## config.mk

```make
export PLATFORM = sky130hd
export DESIGN_NAME = key_step_pulse_gen
export DESIGN_NICKNAME = d
export VERILOG_FILES = /design/src/rtl/key_step_pulse_gen.sv
export SDC_FILE = /design/constraint.sdc
export NUM_CORES = 1
export LEC_CHECK = 0
export ABC_AREA = 0
export CAP_MARGIN = 20
export CORE_MARGIN = 2
export CORE_UTILIZATION = 35
export CTS_CLUSTER_SIZE = 24
export DETAILED_ROUTE_END_ITERATION = 6
export PLACE_DENSITY = 0.53
export SYNTH_ARGS = -nofsm -noshare
export SYNTH_HDL_FRONTEND = slang
export SYNTH_SLANG_ARGS = --single-unit
```

## constraint.sdc

```tcl
create_clock -name BJ_clk -period 5.6 [get_ports BJ_clk]
set_input_delay 1.4 -clock BJ_clk [delete_from_list [all_inputs] [get_ports BJ_clk]]
set_output_delay 1.4 -clock BJ_clk [all_outputs]
set_load 0.02 [all_outputs]
```

## src/rtl/key_step_pulse_gen.sv

```systemverilog
// Key event generator: press/release pulses, long-press level and auto-repeat, with press and
// repeat events forwarded as single-step requests over a req/ack handshake.
module key_step_pulse_gen #(
    parameter int unsigned LONG_CYCLES   = 40,
    parameter int unsigned REPEAT_CYCLES = 10,
    parameter int unsigned CNT_W         = 16,
    parameter int unsigned DROP_W        = 4
) (
    input  logic              BJ_clk,
    input  logic              rst,
    input  logic              button_level,
    input  logic              step_ack,
    output logic              press_pulse,
    output logic              release_pulse,
    output logic              long_press,
    output logic              step_req,
    output logic [DROP_W-1:0] drop_cnt,
    output logic [1:0]        state
);

    typedef enum logic [1:0] {
        StIdle    = 2'd0,
        StPressed = 2'd1,
        StHeld    = 2'd2
    } state_e;

    localparam logic [CNT_W-1:0]  LongLast   = CNT_W'(LONG_CYCLES - 1);
    localparam logic [CNT_W-1:0]  RepeatLast = CNT_W'(REPEAT_CYCLES - 1);
    localparam logic [CNT_W-1:0]  CntOne     = CNT_W'(1);
    localparam logic [DROP_W-1:0] DropOne    = DROP_W'(1);
    localparam logic [DROP_W-1:0] DropMax    = '1;

    state_e            r_state;
    logic [CNT_W-1:0]  r_cnt;
    logic              r_press;
    logic              r_release;
    logic              r_long;
    logic              r_req;
    logic [DROP_W-1:0] r_drop;
    logic              w_event;

    // A releasing edge never produces an event, so every event needs the key still down.
    always_comb begin
        w_event = 1'b0;
        case (r_state)
            StIdle:    w_event = button_level;
            StPressed: w_event = button_level && (r_cnt == LongLast);
            StHeld:    w_event = button_level && (r_cnt == RepeatLast);
            default:   w_event = 1'b0;
        endcase
    end

    always_ff @(posedge BJ_clk or negedge rst) begin
        if (!rst) begin
            r_state   <= StIdle;
            r_cnt     <= '0;
            r_press   <= 1'b0;
            r_release <= 1'b0;
            r_long    <= 1'b0;
            r_req     <= 1'b0;
            r_drop    <= '0;
        end else begin
            r_press   <= 1'b0;
            r_release <= 1'b0;

            case (r_state)
                StIdle: begin
                    if (button_level) begin
                        r_state <= StPressed;
                        r_press <= 1'b1;
                        r_cnt   <= '0;
                    end
                end
                StPressed: begin
                    if (!button_level) begin
                        r_state   <= StIdle;
                        r_release <= 1'b1;
                        r_cnt     <= '0;
                    end else if (r_cnt == LongLast) begin
                        r_state <= StHeld;
                        r_long  <= 1'b1;
                        r_cnt   <= '0;
                    end else begin
                        r_cnt <= r_cnt + CntOne;
                    end
                end
                StHeld: begin
                    if (!button_level) begin
                        r_state   <= StIdle;
                        r_release <= 1'b1;
                        r_long    <= 1'b0;
                        r_cnt     <= '0;
                    end else if (r_cnt == RepeatLast) begin
                        r_cnt <= '0;
                    end else begin
                        r_cnt <= r_cnt + CntOne;
                    end
                end
                default: begin
                    r_state <= StIdle;
                    r_long  <= 1'b0;
                    r_cnt   <= '0;
                end
            endcase

            // An ack on the event edge frees the slot, so the new event re-arms step_req.
            if (w_event) begin
                if (!r_req || step_ack) begin
                    r_req <= 1'b1;
                end else if (r_drop != DropMax) begin
                    r_drop <= r_drop + DropOne;
                end
            end else if (r_req && step_ack) begin
                r_req <= 1'b0;
            end
        end
    end

    assign press_pulse   = r_press;
    assign release_pulse = r_release;
    assign long_press    = r_long;
    assign step_req      = r_req;
    assign drop_cnt      = r_drop;
    assign state         = r_state;

endmodule

```

# --- Yosys cells after proc, flatten, opt, wreduce, memory -nomap -nowiden ---
# Cells that the tools add are included.
word_totals:
  ff_bits: 26
  inputBits: 4
  output_inout_bits: 10
  elab_cells: 57
op_classes:
  addsub: 2
  n_eq_ne: 11
  mux: 23
  bitwise: 2
  n_reduce_logical: 12
op_table:
  columns: ["cell", "n"]
  rows:
  - ["$mux W16", 5]
  - ["$pmux W16 S3", 1]
  - ["$add A16 B1 Y16 const B", 1]
  - ["$eq A16 B4 Y1 const B", 1]
  - ["$eq A16 B6 Y1 const B", 1]
  - ["$mux W1", 10]
  - ["$mux W2", 4]
  - ["$ne A2 B2 Y1 const B", 4]
  - ["$pmux W1 S3", 2]
  - ["$pmux W2 S3", 1]
  - ["$reduce_and A3 Y1", 2]
  - ["$add A4 B1 Y4 const B", 1]
  - ["$ne A4 B4 Y1 const B", 1]
  - ["$reduce_and A4 Y1", 1]
  - ["$logic_and A1 B1 Y1", 3]
  - ["$ne A3 B3 Y1 const B", 1]
  - ["$eq A2 B1 Y1 const B", 1]
  - ["$eq A2 B2 Y1 const B", 1]
  - ["$logic_not A2 Y1", 1]
  - ["$ne A2 B1 Y1 const B", 1]
  - ["$not A1 Y1", 2]
  - ["$reduce_and A2 Y1", 1]
  - ["$reduce_bool A2 Y1", 1]
  - ["$reduce_or A2 Y1", 1]
  - ["other kinds (2)", 2]

# --- Logic depth before layout (Yosys ltp) ---
# Gate-level depths: netlist of run 1.
depth:
  word_depth: 5
  mapped_depth: 8
  ltp_nobuf: 7

# --- Worst setup path before layout of run 1 ---
# OpenSTA, ideal clock, no wires.
synth_path:
  path_kind: "input to register"
  from: "in button_level"
  to: "reg r_drop[1] (netlist: drop_cnt[1])"
  t_arrival_ns: 2.626
  setup_slack_ns: 2.849
  cell_stages: 6
  path_buffers: 1
  cell_sequence: "buf_2 nand2_1 o22ai_1 a41oi_4 a311oi_4 mux2_4"
synth_between:
  elab_chain_cells: 3
  word_cells_on_any_way: 4
synth_lines:
  columns: ["item", "line_no", "text"]
  rows:
  - ["from (decl)", "11", "input logic button_level,"]
  - ["$logic_and A1 B1 Y1 (on tied branches)", "48, 47", null]
  - ["$pmux W1 S3 (*)", "45", "case (r_state)"]
  - ["$reduce_and A3 Y1 (no line) (*)", null, null]
  - ["to (signal assigned)", "111", "r_drop <= r_drop + DropOne;"]
  - ["to (decl)", "39", "logic [DROP_W-1:0] r_drop;"]
# Mark *: on every way between the ends. The rest lies on a longest branch, timed or not.
# A chain may end at the register's enable or synchronous reset.

# --- Final worst setup path of run 1 ---
layout_path:
  from: "in button_level"
  to: "reg r_cnt[9]"
layout_between:
  elab_chain_cells: 2
  word_cells_on_any_way: 4
layout_lines:
  columns: ["item", "line_no", "text"]
  rows:
  - ["$mux W16 (on tied branches)", "88, 75", null]
  - ["$pmux W16 S3", "66", "case (r_state)"]
  - ["to (signal assigned)", "84", "r_cnt <= r_cnt + CntOne;"]
  - ["to (signal assigned)", "96", "r_cnt <= r_cnt + CntOne;"]
  - ["to (decl)", "34", "logic [CNT_W-1:0] r_cnt;"]
# Parallel ways exist; a longest one is shown, timed or not.

==> results of run 1 <==
-- cells by family after synthesis --
group,count (synthesis),share of synthesized area [%]
DFF,26,43.4
AOI/OAI and AO/OA,20,11.9
adders and majority gates,7,5.85
buffers and inverters,10,2.59
muxes,3,2.51
xor gates and xnor gates,11,6.43
and+or+nand+nor,69,27.2
-- sequential cells by signal, summed over array words and instances, names as in the netlist --
signal and count:
r_cnt 16, step_req 1, drop_cnt 4, release_pulse 1, long_press 1, press_pulse 1, state 2
-- power by group through the flow --
stage	Sequential (W)	Combinational, W	Clock, W
3_3_place_gp	0.000252	0.000229	0
3_5_place_dp	0.000255	0.000233	0
2_1_floorplan	0.000279	0.000121	0
5_1_grt	0.000257	0.000253	0.000169
6_report	0.000250	0.000230	0.000156
4_1_cts	0.000251	0.000234	0.000160
-- through the flow --
stage	utilization (%)	cell area (sq um)
floorplan	-	1500
global placement	41.6	1690
detailed placement	41.6	1690
CTS	43.4	1760
global route	43.4	1760
finish	43.4	1760
-- final cells by class --
cell class | count | area, sq um
Clock buffer | 3 | 41.3
Fill cell | 384 | 2300
Timing Repair Buffer | 14 | 138
Multi-Input combinational cell | 110 | 808
Sequential cell | 26 | 651
Inverter | 8 | 30.0
Tap cell | 50 | 62.6
Clock inverter | 1 | 30.0
-- placed cells by master (no fill, tap or decap), types with 2 or more instances in the layout --
cell type        instances
ha_1                     7
nand3_1                 10
a21oi_1                  4
o22ai_1                  3
and2_1                   2
nor2_1                  16
clkbuf_8                 3
nand4_1                  2
nand3b_1                 3
inv_1                    8
nand2_1                 13
nor3_1                   3
nor2b_1                  2
xnor2_1                  3
nand2b_1                 4
xor2_1                   8
clkdlybuf4s50_1         13
o21ai_0                  3
or4_4                    2
a22o_1                   2
and3_1                   2
dfrtp_1                 26
-- worst paths after layout --
kind                       slack [ns]                       to               startpoint  cells after the start
min in group asynchronous        1.49     state[1]$_DFFE_PN0P_                      rst                      2
max in group asynchronous        3.86     r_cnt[8]$_DFFE_PN0P_                      rst                      2
hold reg to reg                  0.54  drop_cnt[0]$_DFFE_PN0P_  drop_cnt[0]$_DFFE_PN0P_                      1
hold / removal                   0.54  drop_cnt[0]$_DFFE_PN0P_  drop_cnt[0]$_DFFE_PN0P_                      1
setup reg to reg                 3.27  drop_cnt[1]$_DFFE_PN0P_     r_cnt[1]$_DFFE_PN0P_                      7
setup / recovery                 2.48     r_cnt[9]$_DFFE_PN0P_             button_level                      6
-- per-layer routing --
layer	share of wire [%]	vias up	track usage, %
met3	3.0	2	2.33
met2	48	20	21.2
met1	48	534	17.4
li1	-	546	-
met5	0	-	0
met4	0.84	0	4.58
-- critical path: stages --
cell and delay, ns:
clkdlybuf4s50_1 0.64, nor2b_1 0.22, nor4_2 0.58, and3_1 0.26, xnor2_1 0.12, nor2_1 0.05
==> flow_metrics.py, run 1 <==
metrics = {
    "pwr": {
        "power_w": 0.000636,
        "power_switching_w": 0.000219,
        "ir_drop_v": 0.000147,
        "comb_power_share_pct": 36.2,
        "p_int_w": 0.000417,
        "powerDensity_nw_per_um2": 361,
        "seq_power_share_pct": 39.3,
        "netSwitchingFraction_pct": 34.5,
        "power_frac_clock_pct": 24.5,
        "leakage_nw": 0.728,
    },
    "clocking": {
        "cts_tree": "yes",
        "cts_setup_buffers": 0,
        "clkSinkCount": 26,
        "cts.hold.buffers_added": 0,
        "cts_resized": 0,
        "clockBufferDepth": 2,
        "clk_pin_slew_worst_paths_ns": 0.09,
        "cts_max_level": 1,
        "worstSkewPairLatency_ns": 0.27,
        "root_buffer": "clkbuf_8",
        "numCtsBuffers": 3,
    },
    "sta": {
        "post-route-min-period_ns": 3.12,
        "fin_setup_tns_ns": 0,
        "setup_violations": 0,
        "final.period_utilization_pct": 55.8,
        "relSlewSlack_pct": 57.9,
        "fin_hold_ws_ns": 0.540,
        "skew_ns": 0.00244,
        "finalHoldViolations": 0,
        "worst_pin_slew_ns": 0.630,
        "setup_ws_ns": 2.48,
        "rsz0062_at_grt": "false",
        "drv_slew": 0,
        "max_clock_freq_mhz": 320,
    },
    "grt": {
        "antenna_found_initial": 0,
        "grt_use_total_pct": 13.0,
        "overflow": 0,
        "grt_max_degree": 27,
        "grt_pass1_vias": 1151,
        "grt_first_pass_wirelength_um": 5200,
    },
    "critical_path": {
        "crit_path_start_kind": "primary input",
        "cp_max_fo": 10,
        "critPathKind": "in -> reg",
        "cp_data_required_time_ns": 5.75,
        "arrival_ns": 3.27,
        "crit_path_end_kind": "register",
    },
    "synth": {
        "yosysMostFrequentCell": "dfrtp_1",
        "synth-async-reset-ratio_pct": 100,
        "synth.avg_cell_area_sq_um": 10.3,
        "synthFlopType": "dfrtp_1",
        "synth_top_area_share_pct": 43.4,
        "synth_seq_cells": 26,
        "synth.cell_area_sq_um": 1500,
        "syn_inst": 146,
        "synth-seq-area-share_pct": 43.4,
        "synth_edf_count": 0,
        "mappedNetlistNets": 157,
        "yosysWarnings": 0,
        "synth.distinct_cells": 43,
        "synth_area_leaders": "dfrtp_1 (43%), ha_1 (5.8%), xor2_1 (4.7%)",
        "yosys.area.top_type": "dfrtp_1",
        "synthTopCellsByCount": "dfrtp_1 (26), nor2_1 (16), nand2_1 (13), nand3_1 (10)",
    },
    "route": {
        "drcViolationCount": 0,
        "wl_per_cell_um": 13.5,
        "vias": 1102,
        "drtIter0Drc": 37,
        "drt_pre_antenna_iters": 4,
        "routed_wirelength_um": 2850,
        "ant_nets": 0,
        "vias_per_cell": 5.20,
    },
    "final_layout": {
        "final_cells": 212,
        "layout-drive-gt1-share_pct": 11.1,
        "synthToLayoutAreaGrowth_pct": 17.5,
        "design.final.nets": 174,
        "antenna_cells": 0,
    },
    "floorplan": {
        "core_area_sq_um": 4060,
        "die_h_um": 69.4,
        "die_x_um": 69.4,
        "die_area_sq_um": 4820,
        "start_util_pct": 36.9,
        "io_pins": 14,
        "row_count": 23,
    },
    "hold_path": {
        "hp-class": "reg -> reg",
    },
    "placement": {
        "place_hpwl_um": 2110,
        "dp_slack_ns": 2.21,
        "place_inst": 208,
        "port_buffers": 13,
        "routabilityCongestion": 0.763,
    },
    "run_status": {
        "outcome": "finished, final reports clean",
    },
    "flow_run": {
        "maxCapViolations": 0,
    },
}
Note: power is estimated with default switching activity, not from simulation.
==> run 2, diff against run 1 <==
- PLACE_DENSITY: 0.53 -> 0.55
- clock period: 5.6 -> 2.82 ns (I/O delays scaled with it)
==> flow_metrics.py, run 2 (same netlist as run 1, synthesis figures left out) <==
metrics = {
    "floorplan": {
        "row_count": 23,
        "core_area_sq_um": 4060,
        "io_pins": 14,
        "start_util_pct": 36.9,
        "die_x_um": 69.4,
        "die_area_sq_um": 4820,
        "die_h_um": 69.4,
    },
    "sta": {
        "rsz0062_at_grt": "false",
        "relSlewSlack_pct": 68.2,
        "setup_ws_ns": 0.483,
        "finalHoldViolations": 0,
        "setup_violations": 0,
        "fin_setup_tns_ns": 0,
        "skew_ns": 0.00460,
        "drv_slew": 0,
        "final.period_utilization_pct": 82.9,
        "post-route-min-period_ns": 2.34,
        "worst_pin_slew_ns": 0.476,
        "max_clock_freq_mhz": 428,
    },
    "grt": {
        "grt_pass1_vias": 1122,
        "overflow": 0,
        "antenna_found_initial": 0,
        "grt_first_pass_wirelength_um": 5150,
        "grt_max_degree": 27,
        "grt_use_total_pct": 13.0,
    },
    "route": {
        "vias": 1103,
        "vias_per_cell": 5.11,
        "ant_nets": 0,
        "routed_wirelength_um": 2900,
        "wl_per_cell_um": 13.4,
        "drcViolationCount": 0,
        "drt_pre_antenna_iters": 4,
        "drtIter0Drc": 52,
    },
    "clocking": {
        "cts.hold.buffers_added": 0,
        "worstSkewPairLatency_ns": 0.27,
        "clk_pin_slew_worst_paths_ns": 0.09,
        "cts_max_level": 1,
        "cts_tree": "yes",
        "root_buffer": "clkbuf_8",
        "cts_setup_buffers": 0,
        "numCtsBuffers": 3,
        "clkSinkCount": 26,
        "cts_resized": 0,
        "clockBufferDepth": 2,
    },
    "critical_path": {
        "cp_max_fo": 5,
        "cp_cell_sequence": "inv_1 -> ha_1 -> or4bb_1 -> o22ai_1 -> a41oi_4 -> a311oi_4 -> mux2_4",
        "crit_path_start_kind": "register",
        "max_stage_delay_ns": 0.53,
        "reg2regPathDepth": 7,
        "rr_startpoint": "r_cnt[1]$_DFFE_PN0P_",
        "arrival_ns": 2.49,
        "crit_path_end_kind": "register",
        "crit_family": "compound AO/OA/AOI/OAI gates",
        "ff2ff_setup_slack_ns": 0.48,
        "cp_data_required_time_ns": 2.98,
        "critPathKind": "reg -> reg",
        "cp_num_buf_inv": 1,
        "r2r-end": "drop_cnt[1]$_DFFE_PN0P_",
        "cp_slowest_cell": "or4bb_1",
    },
    "placement": {
        "placed_area_sq_um": 1720,
        "place_hpwl_um": 2120,
        "place_inst": 212,
        "port_buffers": 13,
        "dp_slack_ns": 0.215,
        "routabilityCongestion": 0.780,
    },
    "final_layout": {
        "layout-drive-gt1-share_pct": 13.3,
        "antenna_cells": 0,
        "design.final.nets": 178,
        "layout_common_cells": "dfrtp_1 (26), nor2_1 (16), nand2_1 (13), clkdlybuf4s50_1 (13), nand3_1 (10)",
        "largest_reg_flops": 16,
        "multi_input_area_sq_um": 808,
        "regMostFlops": "r_cnt",
        "final_cells": 216,
        "seq_area_sq_um": 651,
        "final_area_sq_um": 1770,
        "fillers": 389,
        "final_common_cell": "dfrtp_1",
        "synthToLayoutAreaGrowth_pct": 18.5,
    },
    "pwr": {
        "powerDensity_nw_per_um2": 677,
        "power_switching_w": 0.000433,
        "comb_power_share_pct": 38.7,
        "power_frac_clock_pct": 19.7,
        "power_w": 0.00120,
        "seq_power_share_pct": 41.5,
        "ir_drop_v": 0.000211,
        "p_int_w": 0.000768,
        "netSwitchingFraction_pct": 36.1,
        "leakage_nw": 0.742,
    },
    "hold_path": {
        "hp-class": "reg -> reg",
        "hold_depth": 1,
        "hold_path_end": "r_cnt[0]$_DFFE_PN0P_",
        "min_from": "r_cnt[0]$_DFFE_PN0P_",
    },
    "run_status": {
        "outcome": "finished, final reports clean",
    },
    "flow_run": {
        "maxCapViolations": 0,
    },
}
[run 2: worst register-to-register path, stage by stage (launching register included)]
cell	delay, ns
dfrtp_1	0.41
inv_1	0.08
ha_1	0.13
or4bb_1	0.53
o22ai_1	0.27
a41oi_4	0.19
a311oi_4	0.29
mux2_4	0.33
[run 2: area by class of cell]
class                   count  area share, %
flip-flops and latches     26           36.7
clock buffers               4           3.10
repair buffers             18           9.45
multi-input cells         110           45.6
inverters                   8           1.69
well taps                  50           3.53
[run 2: metal layers]
layer	vias to the layer above	GRT usage (%)	part of all wire [%]
met4	0	3.27	0.59
met2	14	21.0	48
met3	2	2.33	2.6
met1	533	17.9	49
met5	-	0	0
li1	554	-	-
[run 2: worst max path at each step]
stage	start	to	slack, ns	cells past startpoint
6_report	r_cnt[1]$_DFFE_PN0P_	drop_cnt[1]$_DFFE_PN0P_	0.48	7
5_1_grt	button_level	r_cnt[9]$_DFFE_PN0P_	0.33	8
4_1_cts	r_cnt[1]$_DFFE_PN0P_	drop_cnt[1]$_DFFE_PN0P_	0.47	7
3_5_place_dp	button_level	drop_cnt[1]$_DFFE_PN0P_	0.22	6
3_3_place_gp	button_level	drop_cnt[1]$_DFFE_PN0P_	0.26	6
2_1_floorplan	r_cnt[1]$_DFFE_PN0P_	drop_cnt[1]$_DFFE_PN0P_	0.65	7
[run 2: through the flow]
step	util, %	hold slack, ns
after CTS	43.7	0.543
after global routing	43.7	0.572
after floorplan	-	0.409
after detailed placement	42.4	0.529
after global placement	42.4	0.516
final	43.7	0.540
[run 2: power groups by stage]
stage          clock network [W]  logic, W  registers (W)
2_1_floorplan                  0  0.000240       0.000555
3_3_place_gp                   0  0.000463       0.000503
3_5_place_dp                   0  0.000469       0.000507
4_1_cts                 0.000249  0.000472       0.000500
5_1_grt                 0.000262  0.000517       0.000512
6_report                0.000237  0.000465       0.000499
==> run 3, diff against run 2 <==
- clock period: 2.82 -> 2 ns (I/O delays scaled with it)
==> flow_metrics.py, run 3 (same netlist as run 1, synthesis figures left out) <==
metrics = {
    "route": {
        "vias_per_cell": 4.93,
        "vias": 1248,
        "routed_wirelength_um": 3310,
        "wl_per_cell_um": 13.1,
        "drtIter0Drc": 34,
        "drcViolationCount": 0,
        "drt_pre_antenna_iters": 4,
        "ant_nets": 0,
    },
    "grt": {
        "grt_pass1_vias": 1292,
        "grt_use_total_pct": 14.9,
        "overflow": 0,
        "grt_max_degree": 27,
        "antenna_found_initial": 0,
        "grt_first_pass_wirelength_um": 5850,
    },
    "sta": {
        "finalHoldViolations": 0,
        "worst_pin_slew_ns": 0.566,
        "setup_ws_ns": -0.130,
        "final.period_utilization_pct": 106,
        "setup_violations": 14,
        "post-route-min-period_ns": 2.13,
        "drv_slew": 0,
        "rsz0062_at_grt": "true",
        "max_clock_freq_mhz": 470,
        "relSlewSlack_pct": 62.2,
        "skew_ns": 0.00454,
    },
    "final_layout": {
        "layout_common_cells": "buf_4 (41), dfrtp_1 (24), nor2_1 (16)",
        "fillers": 378,
        "antenna_cells": 0,
        "regMostFlops": "r_cnt",
        "synthToLayoutAreaGrowth_pct": 42.0,
        "design.final.nets": 215,
        "multi_input_area_sq_um": 861,
        "final_cells": 253,
        "final_common_cell": "buf_4",
        "layout-drive-gt1-share_pct": 32.5,
        "fin_util_pct": 52.4,
        "largest_reg_flops": 16,
        "seq_area_sq_um": 653,
    },
    "clocking": {
        "clkSinkCount": 26,
        "clk_pin_slew_worst_paths_ns": 0.10,
        "worstSkewPairLatency_ns": 0.27,
        "cts_max_level": 1,
        "root_buffer": "clkbuf_8",
        "cts_tree": "yes",
        "clockBufferDepth": 2,
        "numCtsBuffers": 3,
    },
    "floorplan": {
        "start_util_pct": 36.9,
        "die_x_um": 69.4,
        "die_h_um": 69.4,
        "die_area_sq_um": 4820,
        "row_count": 23,
        "io_pins": 14,
        "core_area_sq_um": 4060,
    },
    "run_status": {
        "violations": "negative setup slack",
        "outcome": "finished with violations",
    },
    "hold_path": {
        "hold_path_end": "long_press$_DFFE_PN0P_",
        "min_from": "long_press$_DFFE_PN0P_",
        "hp-class": "reg -> reg",
        "hold_depth": 2,
    },
    "placement": {
        "port_buffers": 13,
        "place_hpwl_um": 2480,
        "dp_slack_ns": -0.362,
        "routabilityCongestion": 0.759,
        "place_inst": 242,
    },
    "pwr": {
        "leakage_nw": 0.946,
        "powerDensity_nw_per_um2": 932,
        "power_w": 0.00198,
        "ir_drop_v": 0.000339,
    },
    "critical_path": {
        "r2r-end": "drop_cnt[1]$_DFFE_PN0P_",
        "crit_path_end_kind": "register",
        "critPathKind": "reg -> reg",
        "ff2ff_setup_slack_ns": -0.13,
        "arrival_ns": 2.30,
        "reg2regPathDepth": 5,
        "cp_data_required_time_ns": 2.17,
        "rr_startpoint": "r_cnt[15]$_DFFE_PN0P_",
        "crit_path_start_kind": "register",
        "cp_max_fo": 4,
    },
    "flow_run": {
        "maxCapViolations": 0,
    },
}
[run 3: how the worst max path moves through the flow]
stage                                   end             startpoint  cells past startpoint
floorplan           drop_cnt[1]$_DFFE_PN0P_  r_cnt[15]$_DFFE_PN0P_                      5
global placement    drop_cnt[1]$_DFFE_PN0P_           button_level                      6
detailed placement  drop_cnt[1]$_DFFE_PN0P_           button_level                      6
CTS                 drop_cnt[1]$_DFFE_PN0P_  r_cnt[10]$_DFFE_PN0P_                      5
global route        drop_cnt[1]$_DFFE_PN0P_  r_cnt[15]$_DFFE_PN0P_                      5
finish              drop_cnt[1]$_DFFE_PN0P_  r_cnt[15]$_DFFE_PN0P_                      5
[run 3: timing repair]
item / in CTS / in global routing
setup endpoints to repair: 15 / 21
gates resized for setup: 5 / 3
hold buffers: 0 / 0
pin swaps: 5 / 2
setup buffers: 4 / 3
[run 3: layout make-up]
class | instances | share of cell area (%)
Clock buffer | 3 | 1.94
Multi-Input combinational cell | 110 | 40.5
Tap cell | 50 | 2.94
Clock inverter | 1 | 1.41
Timing Repair Buffer | 55 | 21.1
Inverter | 8 | 1.41
Sequential cell | 26 | 30.7
[run 3: worst max-delay path, stage by stage (launching register included)]
cell      delay (ns)
dfrtp_1         0.39
or4_4           0.58
nor3_4          0.27
a41oi_4         0.19
a311oi_4        0.27
mux2_4          0.32
[run 3: per-layer routing]
metal	vias to the layer above	track usage, %	wire length (um)
met2	10	25.7	1620
met1	610	19.4	1610
met4	0	4.14	17
met3	2	2.33	63
li1	626	-	-
met5	-	0	0
[run 3: per-stage QoR]
step	area (sq um)	setup TNS (ns)	hold WS [ns]
2_1_floorplan	1520	-0.130	0.204
3_3_place_gp	1970	-3.28	0.532
6_report	2130	-0.515	0.555
3_5_place_dp	1970	-3.71	0.534
5_1_grt	2130	-2.52	0.596
4_1_cts	2100	-0.805	0.559
[run 3: where the power goes]
part	switching [W]	internal, W	leakage [nW]
registers	0.0000899	0.000607	0.344
clock network	0.000172	0.000268	0.0357
logic	0.000415	0.000429	0.566
total	0.000678	0.00130	0.946
